$ cat src/rtl/glitchless_arb.sv
// rtl/glitchless_arb.sv - round-robin arbiter sharing one glitchless read controller; optional ARB_TIMEOUT_EN abort
module glitchless_arb #(
  parameter int N_REQ          = 4,
  parameter int TIMEOUT_CYCLES = 16
) (
  input  logic             clk,
  input  logic             reset,
  input  logic [N_REQ-1:0] req,
  output logic [N_REQ-1:0] grant,
  output logic [N_REQ-1:0] done,
  output logic             busy,
  output logic             ctl_go,
  input  logic             ctl_ds,
  input  logic             ctl_rd,
  output logic             err
);

  localparam int PW = $clog2(N_REQ);

  typedef enum logic [1:0] {
    ARB_IDLE    = 2'd0,
    ARB_GO      = 2'd1,
    ARB_BUSY    = 2'd2,
    ARB_RELEASE = 2'd3
  } state_t;

  state_t           state, state_next;
  logic [PW-1:0]    rr_ptr, rr_next;
  logic [PW-1:0]    owner, owner_next;
  logic [N_REQ-1:0] grant_next, done_next;
  logic             busy_next, go_next;
  logic             pick_valid;
  logic [PW-1:0]    pick_idx;
  logic [PW-1:0]    owner_succ;
  int               scan_idx;

`ifdef ARB_TIMEOUT_EN
  localparam int CW = $clog2(TIMEOUT_CYCLES + 1);
  logic [CW-1:0] tmo_cnt, tmo_next, tmo_inc;
  logic          err_next;

  // saturating increment so a long stall can never wrap the counter
  assign tmo_inc = (tmo_cnt == CW'(TIMEOUT_CYCLES)) ? tmo_cnt : tmo_cnt + 1'b1;
`else
  assign err = 1'b0;
`endif

  // next owner index after the current one, wrapping at N_REQ (safe for non-power-of-2)
  assign owner_succ = (owner == PW'(N_REQ - 1)) ? '0 : owner + 1'b1;

  // round-robin pick: scan offsets high to low so the smallest offset from rr_ptr wins
  always_comb begin
    pick_valid = 1'b0;
    pick_idx   = '0;
    scan_idx   = 0;
    for (int k = N_REQ - 1; k >= 0; k--) begin
      scan_idx = int'(rr_ptr) + k;
      if (scan_idx >= N_REQ) scan_idx = scan_idx - N_REQ;
      if (req[scan_idx]) begin
        pick_valid = 1'b1;
        pick_idx   = PW'(scan_idx);
      end
    end
  end

  // next-state and next-output decode; pulses default low, held outputs default to current
  always_comb begin
    state_next = state;
    grant_next = grant;
    done_next  = '0;
    busy_next  = busy;
    go_next    = 1'b0;
    rr_next    = rr_ptr;
    owner_next = owner;
`ifdef ARB_TIMEOUT_EN
    tmo_next   = tmo_cnt;
    err_next   = 1'b0;
`endif
    case (state)
      ARB_IDLE: begin
        if (pick_valid) begin
          grant_next           = '0;
          grant_next[pick_idx] = 1'b1;
          go_next              = 1'b1;
          busy_next            = 1'b1;
          owner_next           = pick_idx;
          state_next           = ARB_GO;
`ifdef ARB_TIMEOUT_EN
          tmo_next             = '0;
`endif
        end
      end
      ARB_GO: begin
        // ds from the controller cannot be ours yet; ignore it here
        state_next = ARB_BUSY;
      end
      ARB_BUSY: begin
        if (ctl_ds) begin
          done_next  = grant;
          grant_next = '0;
          busy_next  = 1'b0;
          rr_next    = owner_succ;
          state_next = ARB_RELEASE;
        end
`ifdef ARB_TIMEOUT_EN
        else if (tmo_inc == CW'(TIMEOUT_CYCLES)) begin
          err_next   = 1'b1;
          grant_next = '0;
          busy_next  = 1'b0;
          rr_next    = owner_succ;
          state_next = ARB_RELEASE;
        end else begin
          tmo_next = tmo_inc;
        end
`endif
      end
      ARB_RELEASE: begin
        // one guaranteed idle cycle so go never lands on the controller's DONE state
        state_next = ARB_IDLE;
      end
      default: state_next = ARB_IDLE;
    endcase
  end

  // state and registered outputs
  always_ff @(posedge clk or posedge reset) begin
    if (reset) begin
      state  <= ARB_IDLE;
      grant  <= '0;
      done   <= '0;
      busy   <= 1'b0;
      ctl_go <= 1'b0;
      rr_ptr <= '0;
      owner  <= '0;
`ifdef ARB_TIMEOUT_EN
      tmo_cnt <= '0;
      err     <= 1'b0;
`endif
    end else begin
      state  <= state_next;
      grant  <= grant_next;
      done   <= done_next;
      busy   <= busy_next;
      ctl_go <= go_next;
      rr_ptr <= rr_next;
      owner  <= owner_next;
`ifdef ARB_TIMEOUT_EN
      tmo_cnt <= tmo_next;
      err     <= err_next;
`endif
    end
  end

  param_ok: assert property (@(posedge clk) (N_REQ >= 2) && (TIMEOUT_CYCLES >= 1));

`ifndef ARB_TIMEOUT_EN
  // controller must be quiet whenever we are idle; after an abort it may still be mid-read
  idle_quiet: assert property (@(posedge clk) disable iff (reset)
    (state == ARB_IDLE) |-> !(ctl_rd || ctl_ds));
`endif

endmodule

$ cat config.mk
export PLATFORM = sky130hd
export DESIGN_NAME = glitchless_arb
export DESIGN_NICKNAME = d
export VERILOG_FILES = /design/src/rtl/glitchless_arb.sv
export SDC_FILE = /design/constraint.sdc
export NUM_CORES = 1
export LEC_CHECK = 0
export ABC_CLOCK_PERIOD_IN_PS = 2600
export BUFFER_PORTS_ARGS = -buffer_cell sky130_fd_sc_hd__buf_2
export CAP_MARGIN = 10
export CORE_MARGIN = 10
export CORE_UTILIZATION = 54
export DETAILED_ROUTE_END_ITERATION = 16
export GPL_TIMING_DRIVEN = 0
export PLACE_DENSITY = 0.8
export REMOVE_ABC_BUFFERS = 1
export SKIP_LAST_GASP = 1
export SLEW_MARGIN = 20
export SYNTH_ARGS = -nofsm -noshare
export SYNTH_HDL_FRONTEND = slang
export SYNTH_SLANG_ARGS = --single-unit
$ cat constraint.sdc
create_clock -name clk -period 2.6 [get_ports clk]
set_input_delay 0.52 -clock clk [delete_from_list [all_inputs] [get_ports clk]]
set_output_delay 0.52 -clock clk [all_outputs]
set_load 0.02 [all_outputs]
==> metrics.txt <==
hold buffers post-CTS 0; number of buffers created by CTS 3; # setup viols final 0; outcome finished, final reports clean; largest cells by area after synthesis dfrtp_1, ha_1, mux2_4, inv_1, nand2_1; Die Ht 58.1 um; # port buffers 16; routed via count 584; average wire per cell in the routed design 14.5 um; Iter 0 DRT Violations 25; PwrDens 1130 nW/um2; total power draw 1.03 mW; Hold WC Path Type input pin to async pin; Post-DP HPWL 1160 um; worst path required time 2.78 ns; CP Capture Type flop; H-Tree Level Count 1; Row Count 13; top-count cell post-synth dfrtp_1; Worst Setup SP state[0]$_DFFE_PP0P_; worst-path fanout max 8; Final Hold Fails 0; vias per inst 5.56; max cap viols 0; CTS tree done; Skew-Pair Late Insertion Delay 0.28 ns; crit path cell chain inv_1 > ha_1 > nand2b_1 > nor2_1 > clkinv_1 > o31ai_1; cell family with most CP delay simple AND/OR/NAND/NOR gates; clock slew at reported path FFs 0.09 ns; gr ovfl total 0; ys async rst share 100%; post-CTS sizing 0; Final TNS setup 0 ns; post-synthesis adder-cell area fraction 6.37%; fillers 107; slowest CP cell dfrtp_1; r2r setup slk 0.95 ns; Final min period 1.65 ns; largest family of logic cells by synthesized area simple AND/OR/NAND/NOR gates; # IOs 19; cell taking the most area after synthesis dfrtp_1; EDFF count, synth 0; Die ar. 3380 um2; post-CTS setup buffers 0; Yosys top cell area share 51.0%; share of post-route cells with drive strength above 1 31.1%; RSZ-0062 raised after global routing no; Reg area 400 um2; Layout Skew 0.00640 ns; first-pass GRT wire length 2590 um; worst reg-to-reg path cell count 6; Crit path arrival time 1.83 ns; first-pass iteration count of the detailed router 4; CTS Root Cell clkbuf_4; worst path buffer plus inverter count 2; slew of the pin with the lowest slew margin 0.576 ns; Synth Area in XOR/XNOR 0%; Area growth syn-to-layout 16.2%; post-route ant nets 0; Clock Sinks 16; Die X 58.1 um; initial antenna violation count 0; period utilisation layout 63.5%; sequential fraction of the synthesis area 51.0%; Leak 0.506 nW; Synth warnings 0; Mapped Area 786 um2; number of cells on the critical path 6; register bit total from synthesis 16; Worst Setup EP grant[1]$_DFFE_PP0P_; mux share of post-synthesis cell area 5.25%; core area 1330 um2; Post-Synthesis Mean Instance Area 11.1 um2; Unique masters post-synth 28; startpoint types flop; Crit path largest cell delay 0.35 ns; post-route DRC violation count 0; FMAX 606 MHz; compound-gate portion of the synthesized area 14.3%; area of the multi-input gates 344 um2; Max VDD drop 0.687 mV; deepest clock path buffer count 2; Crit Path Class flop to flop; simple-gate share of the synthesized area 17.4%; RR Endpoint grant[1]$_DFFE_PP0P_; worst relative slew slack 61.6%; Placer Congestion 0.823; ant diodes 0; initial core utilization 58.9%; routed wire length 1520 um; Pins Over Slew Limit 0; r2r startpoint state[0]$_DFFE_PP0P_; Post-Synthesis Cells 71; fin nets 103; fin util 68.5%; GRT Util Overall 9.37%; vias in the first global route 585; most common flop cell mapped by yosys dfrtp_1; largest net degree at the start of global routing 17; Post-synth top cells dfrtp_1, inv_1, nand2_1
-- worst min path at each step --
stage	endpoint	cells after the start	start	slack, ns
floorplan	busy$_DFFE_PP0P_	1	reset	0.43
global placement	busy$_DFFE_PP0P_	2	busy$_DFFE_PP0P_	0.46
detailed placement	busy$_DFFE_PP0P_	2	busy$_DFFE_PP0P_	0.46
CTS	grant[0]$_DFFE_PP0P_	2	reset	0.30
global route	done[0]$_DFF_PP0_	2	reset	0.31
finish	grant[0]$_DFFE_PP0P_	2	reset	0.28
-- per-layer routing --
layer,wire length [um],GRT usage (%),vias to the layer above
met3,139,4.79,2
met4,12,3.02,0
met1,723,11.0,279
met2,646,14.4,17
li1,-,-,286
met5,0,0,-
-- cells by family (layout without fill, tap and decap cells) --
kind of cell,count (synthesis),count (layout)
AO/OA/AOI/OAI,15,15
buffers and inverters,10,29
flip-flops,16,16
multiplexers,3,3
AND/OR/NAND/NOR,22,22
other,1,1
adder cells (fa/ha/maj),4,4
-- where the power goes --
group	internal [mW]	switching, mW	total, mW	leakage [nW]
logic	0.203	0.263	0.465	0.278
clock network	0.0852	0.0747	0.160	0.0210
registers	0.341	0.0627	0.403	0.207
total	0.628	0.400	1.03	0.506
-- per-stage QoR --
stage	hold slack (ns)	cells	worst slack, ns	instance area (um2)
after detailed placement	0.464	101	0.880	877
after floorplan	0.434	70	1.14	778
after global placement	0.464	101	0.910	877
after global routing	0.313	105	0.766	913
after CTS	0.302	105	0.966	913
final	0.277	105	0.949	913
-- state kept, by name (all words and copies together) (netlist names) --
register	flops
rr_ptr	2
busy	1
ctl_go	1
owner	2
done	4
state	2
grant	4
-- layout make-up --
cell class / count / area share (%)
Timing Repair Buffer: 16 / 8.77
Clock buffer: 4 / 3.97
Tap cell: 15 / 2.05
Inverter: 9 / 3.70
Multi-Input combinational cell: 45 / 37.7
Sequential cell: 16 / 43.8
-- cell usage in the layout (no fill, tap or decap), types with 4 or more instances in the layout --
| cell | count |
|---|---|
| dfrtp_1 | 16 |
| buf_2 | 16 |
| inv_1 | 7 |
| nand2_1 | 7 |
| and3_1 | 4 |
| ha_1 | 4 |
No activity file was read; power rests on OpenSTA's default activity.
